--- src/rtl/archie_loader_pkg.sv ---
// Shared types for the ioctl -> Wishbone download loader.
//   entry_t    : one buffered write (word address, byte selects, data)
//   wb_state_t : Wishbone master state
//   SEL_LO/HI  : the two halfword byte-lane patterns the HPS can send
package archie_loader_pkg;

    localparam int ADR_W = 23;

    localparam logic [3:0] SEL_LO = 4'b0011;
    localparam logic [3:0] SEL_HI = 4'b1100;

    typedef struct packed {
        logic [ADR_W-1:0] adr;
        logic [3:0]       sel;
        logic [31:0]      dat;
    } entry_t;

    localparam int ENTRY_W = $bits(entry_t);

    typedef enum logic {IDLE, WRITE} wb_state_t;

endpackage

--- src/rtl/ioctl_wb_loader_if.sv ---
// Single-beat Wishbone write bus between the loader (master) and the
// main-memory controller (slave).
//   wb_cyc/wb_stb/wb_we : cycle, strobe, write enable (master)
//   wb_adr/wb_sel/wb_dat_o : word address, byte selects, write data (master)
//   wb_ack : slave acknowledge
interface ioctl_wb_loader_if #(
    parameter int WB_AW = 23
);
    logic             wb_cyc;
    logic             wb_stb;
    logic             wb_we;
    logic [WB_AW-1:0] wb_adr;
    logic [3:0]       wb_sel;
    logic [31:0]      wb_dat_o;
    logic             wb_ack;

    modport master (output wb_cyc, wb_stb, wb_we, wb_adr, wb_sel, wb_dat_o,
                    input  wb_ack);
    modport slave  (input  wb_cyc, wb_stb, wb_we, wb_adr, wb_sel, wb_dat_o,
                    output wb_ack);
endinterface

--- src/rtl/loader_fifo.sv ---
// Synchronous FIFO with first-word-fall-through read and occupancy count.
//   push/din  : write request and data
//   pop       : consume head (ignored when empty)
//   dout      : current head entry
//   empty/full/count : occupancy
// A push while full is accepted only if a pop happens in the same cycle.
module loader_fifo #(
    parameter  int FIFO_DEPTH = 8,
    parameter  int WIDTH      = 59,
    localparam int PW         = $clog2(FIFO_DEPTH)
) (
    input  logic             clk,
    input  logic             rst,
    input  logic             push,
    input  logic [WIDTH-1:0] din,
    input  logic             pop,
    output logic [WIDTH-1:0] dout,
    output logic             empty,
    output logic             full,
    output logic [PW:0]      count
);
    logic [WIDTH-1:0] mem_q [FIFO_DEPTH];
    logic [PW:0]      wr_ptr_q, wr_ptr_d;
    logic [PW:0]      rd_ptr_q, rd_ptr_d;
    logic             do_push, do_pop;

    // Extra pointer MSB separates full from empty when the low bits match.
    assign empty   = (wr_ptr_q == rd_ptr_q);
    assign full    = (wr_ptr_q[PW] != rd_ptr_q[PW]) &&
                     (wr_ptr_q[PW-1:0] == rd_ptr_q[PW-1:0]);
    assign count   = wr_ptr_q - rd_ptr_q;
    assign do_pop  = pop && !empty;
    assign do_push = push && (!full || do_pop);
    assign dout    = mem_q[rd_ptr_q[PW-1:0]];

    always_comb begin
        wr_ptr_d = wr_ptr_q + (PW+1)'(do_push);
        rd_ptr_d = rd_ptr_q + (PW+1)'(do_pop);
    end

    always_ff @(posedge clk or posedge rst) begin
        if (rst) begin
            wr_ptr_q <= '0;
            rd_ptr_q <= '0;
        end else begin
            wr_ptr_q <= wr_ptr_d;
            rd_ptr_q <= rd_ptr_d;
        end
    end

    always_ff @(posedge clk) begin
        if (do_push) mem_q[wr_ptr_q[PW-1:0]] <= din;
    end
endmodule

--- src/rtl/ioctl_wb_loader.sv ---
// HPS file-download write path into Archie main memory.
// Buffers halfword ioctl writes in a FIFO and replays each as a single-beat
// Wishbone write; throttles the HPS with ioctl_wait and reports completion
// and dropped writes.
//   clk_sys, reset       : clock, async active-high reset
//   ioctl_*              : HPS download strobe/address/data/lanes, wait back
//   wb (master)          : Wishbone write bus
//   loader_busy/done     : activity level and one-cycle drained pulse
//   overflow, beat_count : sticky drop flag and acked-beat counter
// Build option IOCTL_WB_MERGE_EN: pair complementary halfwords to the same
// word in a one-entry merge register and issue one 32-bit beat for them.
module ioctl_wb_loader
    import archie_loader_pkg::*;
#(
    parameter int FIFO_DEPTH  = 8,
    parameter int WAIT_MARGIN = 2,
    parameter int WB_AW       = 23
) (
    input  logic        clk_sys,
    input  logic        reset,
    input  logic        ioctl_download,
    input  logic        ioctl_wr,
    input  logic [24:0] ioctl_addr,
    input  logic [31:0] ioctl_dout,
    input  logic [3:0]  ioctl_sel,
    output logic        ioctl_wait,
    ioctl_wb_loader_if.master wb,
    output logic        loader_busy,
    output logic        loader_done,
    output logic        overflow,
    output logic [23:0] beat_count
);
    localparam int PW      = $clog2(FIFO_DEPTH);
    localparam int WAIT_AT = FIFO_DEPTH - WAIT_MARGIN;

    entry_t       in_ent, push_ent, head;
    logic         push, pop, load, empty, full;
    logic [PW:0]  count;
    logic         held_cnt;
    logic         dl_rise;
    logic         unused_addr;

    wb_state_t    state_q, state_d;
    logic         cyc_q, cyc_d;
    logic [ADR_W-1:0] adr_q, adr_d;
    logic [3:0]   sel_q, sel_d;
    logic [31:0]  dat_q, dat_d;
    logic [23:0]  beat_q, beat_d;
    logic         ovf_q, ovf_d;
    logic         wait_q, wait_d;
    logic         dl_q, busy_q;

    assign in_ent      = '{adr: ioctl_addr[24:2], sel: ioctl_sel, dat: ioctl_dout};
    assign unused_addr = &{1'b0, ioctl_addr[1:0]};

`ifdef IOCTL_WB_MERGE_EN
    entry_t held_q, held_d;
    logic   held_vld_q, held_vld_d;
    logic   held_match;

    assign held_match = held_vld_q && (held_q.adr == in_ent.adr) &&
                        (held_q.sel == ~in_ent.sel);
    assign held_cnt   = held_vld_q;

    always_comb begin
        held_d     = held_q;
        held_vld_d = held_vld_q;
        push       = 1'b0;
        push_ent   = held_q;
        if (ioctl_wr) begin
            if (held_match) begin
                push         = 1'b1;
                push_ent.sel = 4'b1111;
                push_ent.dat = (held_q.sel == SEL_LO) ?
                               {in_ent.dat[31:16], held_q.dat[15:0]} :
                               {held_q.dat[31:16], in_ent.dat[15:0]};
                held_vld_d   = 1'b0;
            end else begin
                push       = held_vld_q;
                held_d     = in_ent;
                held_vld_d = 1'b1;
            end
        end else if (held_vld_q && !ioctl_download) begin
            // Outside the download window nothing more will pair up: flush
            // on the first write-free cycle.
            push       = 1'b1;
            held_vld_d = 1'b0;
        end
    end

    always_ff @(posedge clk_sys or posedge reset) begin
        if (reset) begin
            held_q     <= '0;
            held_vld_q <= 1'b0;
        end else begin
            held_q     <= held_d;
            held_vld_q <= held_vld_d;
        end
    end
`else
    assign push     = ioctl_wr;
    assign push_ent = in_ent;
    assign held_cnt = 1'b0;
`endif

    loader_fifo #(.FIFO_DEPTH(FIFO_DEPTH), .WIDTH(ENTRY_W)) u_fifo (
        .clk   (clk_sys),
        .rst   (reset),
        .push  (push),
        .din   (push_ent),
        .pop   (pop),
        .dout  (head),
        .empty (empty),
        .full  (full),
        .count (count)
    );

    assign dl_rise = ioctl_download && !dl_q;

    always_comb begin
        state_d = state_q;
        cyc_d   = cyc_q;
        adr_d   = adr_q;
        sel_d   = sel_q;
        dat_d   = dat_q;
        load    = 1'b0;
        pop     = 1'b0;
        beat_d  = dl_rise ? '0 : beat_q;
        ovf_d   = dl_rise ? 1'b0 : ovf_q;
        case (state_q)
            IDLE: begin
                if (!empty) begin
                    load    = 1'b1;
                    state_d = WRITE;
                end
            end
            WRITE: begin
                if (wb.wb_ack) begin
                    if (beat_d != '1) beat_d = beat_d + 24'd1;
                    if (!empty) begin
                        load = 1'b1;
                    end else begin
                        state_d = IDLE;
                        cyc_d   = 1'b0;
                    end
                end
            end
            default: state_d = IDLE;
        endcase
        if (load) begin
            pop   = 1'b1;
            cyc_d = 1'b1;
            adr_d = head.adr;
            sel_d = head.sel;
            dat_d = head.dat;
        end
        // A pop in the same cycle frees the slot, so only an unpaired full push drops.
        if (push && full && !pop) ovf_d = 1'b1;
        wait_d = ioctl_download && ((int'(count) + int'(held_cnt)) >= WAIT_AT);
    end

    always_ff @(posedge clk_sys or posedge reset) begin
        if (reset) begin
            state_q <= IDLE;
            cyc_q   <= 1'b0;
            adr_q   <= '0;
            sel_q   <= '0;
            dat_q   <= '0;
            beat_q  <= '0;
            ovf_q   <= 1'b0;
            wait_q  <= 1'b0;
            dl_q    <= 1'b0;
            busy_q  <= 1'b0;
        end else begin
            state_q <= state_d;
            cyc_q   <= cyc_d;
            adr_q   <= adr_d;
            sel_q   <= sel_d;
            dat_q   <= dat_d;
            beat_q  <= beat_d;
            ovf_q   <= ovf_d;
            wait_q  <= wait_d;
            dl_q    <= ioctl_download;
            busy_q  <= loader_busy;
        end
    end

    assign wb.wb_cyc   = cyc_q;
    assign wb.wb_stb   = cyc_q;
    assign wb.wb_we    = cyc_q;
    assign wb.wb_adr   = WB_AW'(adr_q);
    assign wb.wb_sel   = sel_q;
    assign wb.wb_dat_o = dat_q;

    // The wait flop lags the window by a cycle; gate it so the HPS never
    // sees a stall outside the window.
    assign ioctl_wait  = wait_q && ioctl_download;
    assign loader_busy = !reset && (ioctl_download || !empty || held_cnt ||
                                    (state_q == WRITE));
    assign loader_done = busy_q && !loader_busy;
    assign overflow    = ovf_q;
    assign beat_count  = beat_q;
endmodule

--- src/flat_wrapper.sv ---
// flat-port wrapper written by rule: the top's interface ports become plain ports
module ioctl_wb_loader_flat import archie_loader_pkg::*;
#(
    parameter int FIFO_DEPTH  = 8,
    parameter int WAIT_MARGIN = 2,
    parameter int WB_AW       = 23
)
  (clk_sys, reset, ioctl_download, ioctl_wr, ioctl_addr, ioctl_dout, ioctl_sel, ioctl_wait, loader_busy, loader_done, overflow, beat_count, wb_wb_cyc, wb_wb_stb, wb_wb_we, wb_wb_adr, wb_wb_sel, wb_wb_dat_o, wb_wb_ack);
  ioctl_wb_loader_if #(.WB_AW(WB_AW)) wb_i ();
  input  logic clk_sys;
  input  logic reset;
  input  logic ioctl_download;
  input  logic ioctl_wr;
  input  logic [24:0] ioctl_addr;
  input  logic [31:0] ioctl_dout;
  input  logic [3:0] ioctl_sel;
  output logic ioctl_wait;
  output logic loader_busy;
  output logic loader_done;
  output logic overflow;
  output logic [23:0] beat_count;
  output wire logic [$bits(wb_i.wb_cyc)-1:0] wb_wb_cyc;
  output wire logic [$bits(wb_i.wb_stb)-1:0] wb_wb_stb;
  output wire logic [$bits(wb_i.wb_we)-1:0] wb_wb_we;
  output wire logic [$bits(wb_i.wb_adr)-1:0] wb_wb_adr;
  output wire logic [$bits(wb_i.wb_sel)-1:0] wb_wb_sel;
  output wire logic [$bits(wb_i.wb_dat_o)-1:0] wb_wb_dat_o;
  input wire logic [$bits(wb_i.wb_ack)-1:0] wb_wb_ack;
  assign wb_wb_cyc = wb_i.wb_cyc;
  assign wb_wb_stb = wb_i.wb_stb;
  assign wb_wb_we = wb_i.wb_we;
  assign wb_wb_adr = wb_i.wb_adr;
  assign wb_wb_sel = wb_i.wb_sel;
  assign wb_wb_dat_o = wb_i.wb_dat_o;
  assign wb_i.wb_ack = wb_wb_ack;
  ioctl_wb_loader #(.FIFO_DEPTH(FIFO_DEPTH), .WAIT_MARGIN(WAIT_MARGIN), .WB_AW(WB_AW)) u_core (.clk_sys(clk_sys), .reset(reset), .ioctl_download(ioctl_download), .ioctl_wr(ioctl_wr), .ioctl_addr(ioctl_addr), .ioctl_dout(ioctl_dout), .ioctl_sel(ioctl_sel), .ioctl_wait(ioctl_wait), .wb(wb_i), .loader_busy(loader_busy), .loader_done(loader_done), .overflow(overflow), .beat_count(beat_count));
endmodule
--- config.mk ---
export PLATFORM = sky130hd
export DESIGN_NAME = ioctl_wb_loader_flat
export DESIGN_NICKNAME = d
export VERILOG_FILES = /design/src/rtl/archie_loader_pkg.sv /design/src/rtl/ioctl_wb_loader_if.sv /design/src/rtl/loader_fifo.sv /design/src/rtl/ioctl_wb_loader.sv /design/src/flat_wrapper.sv
export SDC_FILE = /design/constraint.sdc
export NUM_CORES = 1
export LEC_CHECK = 0
export ABC_CLOCK_PERIOD_IN_PS = 18100
export BUFFER_PORTS_ARGS = -buffer_cell sky130_fd_sc_hd__buf_2
export CAP_MARGIN = 15
export CORE_ASPECT_RATIO = 1.4
export CORE_MARGIN = 3
export CORE_UTILIZATION = 36
export DETAILED_ROUTE_END_ITERATION = 10
export GPL_ROUTABILITY_DRIVEN = 0
export PLACE_DENSITY_LB_ADDON = 0.05
export SKIP_LAST_GASP = 1
export SLEW_MARGIN = 15
export SYNTH_ARGS = -nofsm -noshare
export SYNTH_HDL_FRONTEND = slang
export SYNTH_SLANG_ARGS = --single-unit
--- constraint.sdc ---
create_clock -name clk_sys -period 18.1 [get_ports clk_sys]
set_input_delay 5.43 -clock clk_sys [delete_from_list [all_inputs] [get_ports clk_sys]]
set_output_delay 5.43 -clock clk_sys [all_outputs]
set_load 0.05 [all_outputs]
### Yosys cells after proc, flatten, opt, wreduce, memory -nomap -nowiden

Memory sizes are Yosys's and may differ from the RTL's. A register that Yosys moved wholly into a read port is not among the register bits.
Index checks and enable logic that the tools add are counted.

| cells by class | value |
|---|---|
| multiply operators | 0 |
| shift operators | 0 |
| equality and inequality tests | 4 |
| div/mod/pow operators | 0 |
| multiplexer cells | 18 |
| reduce and logical (&&, ||, !) cells | 24 |
| order comparisons | 1 |
| bitwise operators | 1 |
| add/subtract/negate cells | 4 |

Operator list:

| kind | number |
|---|---|
| 2-to-1 mux 24 bit | 4 |
| adder 24 x 1 -> 24 bit, second input constant | 1 |
| != test 24 bit, second input constant | 1 |
| 2-to-1 mux 1 bit | 12 |
| logical AND 1 bit | 10 |
| adder 4 x 1 -> 4 bit | 2 |
| nonzero test 2 bit | 4 |
| zero test 1 bit | 6 |
| == test 4 bit | 1 |
| greater-or-equal comparator 4 x 3 -> 1 bit, second input constant | 1 |
| case mux 1 bit (2 select lines) | 2 |
| subtractor 4 bit | 1 |
| == test 3 bit | 1 |
| logical OR 1 bit | 3 |
| AND reduction 3 bit | 1 |
| != test 1 bit | 1 |
| inverter 1 bit | 1 |

| word-level totals | value |
|---|---|
| bits in registers | 38 |
| RAM bits | 472 |
| output and inout port bits | 90 |
| memories | 1 |
| bits of input ports | 66 |
| bits in read-only memories | 0 |
| latch bits | 0 |
| logic and storage cells | 62 |

Memory list:

| memory | words | width | rd ports | clocked after Yosys merged registers in | write ports | RTL line | text |
|---|---|---|---|---|---|---|---|
| u_core.u_fifo.mem_q | 8 | 59 | 1 | 1 | 1 | loader_fifo.sv:22 | `logic [WIDTH-1:0] mem_q [FIFO_DEPTH];` |

### Logic depth before layout (Yosys ltp)

| depth | value |
|---|---|
| depth after elaboration | 10 |
| depth in mapped cells | 13 |
| mapped depth without buffers | 9 |

### Modules after synthesis

A second synthesis with hierarchy kept.

| second synthesis, totals | value |
|---|---|
| cell total of the unflattened synthesis | 1149 |
| area, all modules | 22039.9 µm² |

By module, submodules not included:

| module | cells an instance | instances | area each (µm²) | seq. area each (µm²) |
|---|---|---|---|---|
| loader_fifo | 858 | 1 | 18257.5 | 14373.8 |
| ioctl_wb_loader | 291 | 1 | 3782.4 | 2227.1 |

### Worst setup path before layout

Ideal clock, no wire load.

| timing path | value |
|---|---|
| path type | input port to output port |
| from | input port ioctl_download |
| to | output port loader_done |
| data required time | 12.670 ns |
| data arrival time | 6.786 ns |
| stages | 3 |
| setup slack | 5.884 ns |
| cell sequence | nor2_1 -> a21oi_1 -> nor2b_1 |

| between the ends | value |
|---|---|
| cells in the longest elaborated chain, start to end | 5 |

Ends and longest elaborated chain:

| what | RTL line | text |
|---|---|---|
| start, declared | flat_wrapper.sv:12 | `input logic ioctl_download;` |
| logical OR 1 bit (2 in a row) | ioctl_wb_loader.sv:198 | `assign loader_busy = !reset && (ioctl_download \|\| !empty \|\| held_cnt \|\|` |
| logical AND 1 bit | ioctl_wb_loader.sv:198 |  |
| named net loader_busy | flat_wrapper.sv:18 | `output logic loader_busy;` |
| zero test 1 bit | ioctl_wb_loader.sv:200 | `assign loader_done = busy_q && !loader_busy;` |
| logical AND 1 bit | ioctl_wb_loader.sv:200 |  |
| end, declared | flat_wrapper.sv:19 | `output logic loader_done;` |

The timed path passes the listed nets, and every way through them passes these cells.

### Worst setup path after layout

| timing path | value |
|---|---|
| from | input port ioctl_download |
| to | output port loader_done |

| between the ends | value |
|---|---|
| cells in the longest elaborated chain, start to end | 5 |

Ends and longest elaborated chain:

| what | RTL line |
|---|---|
| logical OR 1 bit (2 in a row) | ioctl_wb_loader.sv:198 |
| logical AND 1 bit | ioctl_wb_loader.sv:198 |
| zero test 1 bit | ioctl_wb_loader.sv:200 |
| logical AND 1 bit | ioctl_wb_loader.sv:200 |

No other way between the ends.

==> results by group <==
Outcome
  • Run status: completed

CTS
  • CTS resizes: 0
  • Clock Latency Late Sink: between 600 and 700 ps
  • Clock buffer depth: 3
  • H-Tree Depth: 2
  • Post CTS Setup Buffer Count: 0
  • Clock Sink Count: 569
  • Clk slew on worst S/H paths: 60 ps
  • Post-CTS Hold Buffers: 0
  • CTS tree: built
  • Num CTS Buffers: 58
  • Clock root buffer: clkbuf_16

Place
  • DP Wirelength: 26300 um
  • Worst slack, placed: between 6000 and 7000 ps
  • Placed cell areas: around 0.023 mm^2
  • Count of input and output buffers: between 150 and 200

STA
  • Highest Clock Rate: approximately 0.086 GHz
  • Endpoints failing setup: 0
  • Worst Max-Slew Pin Slew: roughly 1100 ps
  • Period utilisation layout: ~64%
  • Max_slew headroom: between 20 and 30%
  • RSZ-0062 raised after global routing: false
  • Period minus WS final: ~12000 ps
  • Slew Viols, Final: 0
  • Final setup TNS: 0 ps
  • Setup ws final: around 6500 ps
  • Clock Skews: around 17 ps
  • Hold Vio Cnt, Final: 0

Synth
  • Syn avg cell area: a little under 20 um^2
  • Cell count after synthesis: ~1.1k
  • Top cell type's share of synthesized area: between 60 and 70%
  • Most frequent cell after synthesis: edfxtp_1
  • Synth cell count leaders: edfxtp_1, mux4_2, dfrtp_1
  • #FFs+latches synth: between 500 and 600
  • Post-synth top area cell: edfxtp_1
  • Top cells by area, synth: edfxtp_1, mux4_2, dfrtp_1
  • Synth unique cells: 45
  • Synth Cell Area: 0.0217 mm^2
  • EDFF count, synth: 472
  • Warnings, synthesis: 0
  • Post-synth top flop: edfxtp_1
  • Post-synthesis net count: approximately 1.2k
  • Sequential cell area fraction in the yosys report: 76.4%
  • Synth async-reset ratio: about 17%

Floorplan
  • # rows: ~110
  • Io pins: 156
  • Die area: roughly 0.063 mm^2
  • Starting Density: 36.7%
  • Die width: ~210 um
  • Core box area: around 0.059 mm^2
  • Die height: a little under 300 um

Critical path
  • Worst Path Buf+Inv: 2
  • Worst Path Arrival: 6180 ps
  • CP dominant cell by count: buf_2
  • Critical Path End Type: output pin
  • Crit path launch type: input pin
  • Crit-path cells: buf_2 > nor2_1 > a21oi_1 > nor2b_1 > buf_2
  • Crit path largest cell delay: around 270 ps
  • FF-to-FF setup slack: between 10000 and 15000 ps
  • Crit path max-delay cell type: buf_2
  • Crit-path leading delay family: buffers and inverters
  • CP required: approximately 13000 ps
  • Worst Path Max Fanout: 6
  • Crit Path Class: input pin to output pin

Drt
  • DR WL/cell: around 24 um
  • Number of remaining DRC errors: 0
  • TritonRoute pass-1 iters: 5
  • Via count of the routed design: approximately 11k
  • Starting DRT DRC Count: a little over 700
  • Final WL: 49400 um
  • Vias/cell: between 5 and 6
  • Antenna viol nets, final: 0

Global route
  • GR Overflow Total: 0
  • Antenna violations before repair: 10
  • All-Layer GR Usage: 15.9%
  • Largest net degree at the start of global routing: 98
  • Number of global-route vias before repair: around 11k
  • Global-route wire length before repair: ~74000 um

Layout
  • P&R area growth vs syn: 16.6%
  • Layout cells sized above 1: a little under a third
  • Fin nets: 1351
  • Fin area: approximately 0.025 mm^2

Pwr
  • Overall Power: 4.25 mW
  • VDD IR max: roughly 120 uV
  • P_leak: 8.88 nW
  • PwrDens: approximately 170 mW/mm^2

Worst hold path
  • Worst hold path type: flip-flop to flip-flop

Flow run
  • Max Cap Viol: 0
worst paths after layout:
path,cells after the start,to,from
max,5,loader_done,ioctl_download
max in group asynchronous,3,u_core.u_fifo.rd_ptr_q[0],reset
min,2,u_core.wb.wb_dat_o[17],u_core.wb.wb_dat_o[17]
max reg2reg,8,u_core.u_fifo.mem_q[2][58],u_core.u_fifo.rd_ptr_q[1]
min reg2reg,2,u_core.wb.wb_dat_o[17],u_core.wb.wb_dat_o[17]
min in group asynchronous,2,u_core.busy_q,reset
report_power, final:
group | switching, mW | internal, mW | total [mW]
Sequential | 0.124 | 1.68 | 1.80
Clock | 0.489 | 0.691 | 1.18
Combinational | 0.803 | 0.465 | 1.27
cell type report:
class / count / area, um^2
Clock inverter: 23 / 229
Sequential cell: 569 / 16600
Antenna cell: 3 / 7.51
Inverter: 8 / 32.5
Tap cell: 749 / 937
Multi-Input combinational cell: 465 / 4930
Timing Repair Buffer: 174 / 936
Fill cell: 5228 / 33800
Clock buffer: 87 / 1660
worst register-to-register path, cell delays in order (launching register included):
cell,delay [ps]
dfrtp_4,900
inv_2,540
ha_1,470
nand3_1,100
nor3_1,80
nor2b_1,230
nand2_1,260
nor2_4,650
buf_4,790
stage by stage:
| step | util (%) | instances | hold slack (ps) |
|---|---|---|---|
| after floorplan | - | 1096 | 466 |
| after global placement | 39.7 | 1965 | 458 |
| after detailed placement | 39.7 | 1965 | 465 |
| after CTS | 42.9 | 2075 | 479 |
| after global routing | 42.9 | 2075 | 496 |
| final | 42.9 | 2078 | 472 |
logic make-up after synthesis:
| family | count (synthesis) | share of synthesized area [%] |
|---|---|---|
| xor gates and xnor gates | 14 | 0.564 |
| and+or+nand+nor | 167 | 3.73 |
| muxes | 181 | 15.1 |
| DFF | 569 | 76.4 |
| buffers and inverters | 62 | 1.21 |
| AOI/OAI and AO/OA | 94 | 2.39 |
| adders and majority gates | 9 | 0.553 |
sequential cells by signal, indices dropped and copies added (netlist names):
name	cells
u_core.dl_q	1
u_core.u_fifo.mem_q	472
u_core.overflow	1
u_core.beat_count	24
u_core.wb.wb_dat_o	32
u_core.wb.wb_cyc	1
u_core.wb.wb_sel	4
u_core.u_fifo.rd_ptr_q	4
u_core.wait_q	1
u_core.wb.wb_adr	23
u_core.busy_q	1
u_core.state_q	1
u_core.u_fifo.wr_ptr_q	4
metal layers:
layer	routed length (um)	share of wire (%)	up-vias	track usage, %
met5	47	0.095	-	0
met4	895	1.8	8	3.85
met3	2490	5.0	71	3.63
met2	24900	50	208	27.0
met1	21100	43	5600	20.8
li1	-	-	4771	-
layout by cell type, fill, tap and decap left out, types with 7 or more instances in the layout:
master | Yosys | routed
mux2i_1 | 62 | 62
xnor2_1 | 8 | 8
nand4_1 | 8 | 8
clkbuf_1 | 25 | 20
buf_2 | 18 | 153
clkbuf_8 | 0 | 8
mux4_2 | 118 | 118
ha_1 | 8 | 8
dfrtp_1 | 97 | 95
nor2_1 | 13 | 7
buf_4 | 2 | 20
clkinv_2 | 0 | 10
nand2_1 | 83 | 83
edfxtp_1 | 472 | 472
a21oi_1 | 12 | 12
o21ai_0 | 65 | 65
clkbuf_16 | 0 | 59
nand3_1 | 11 | 11
Power figures use the tool's default switching activity.
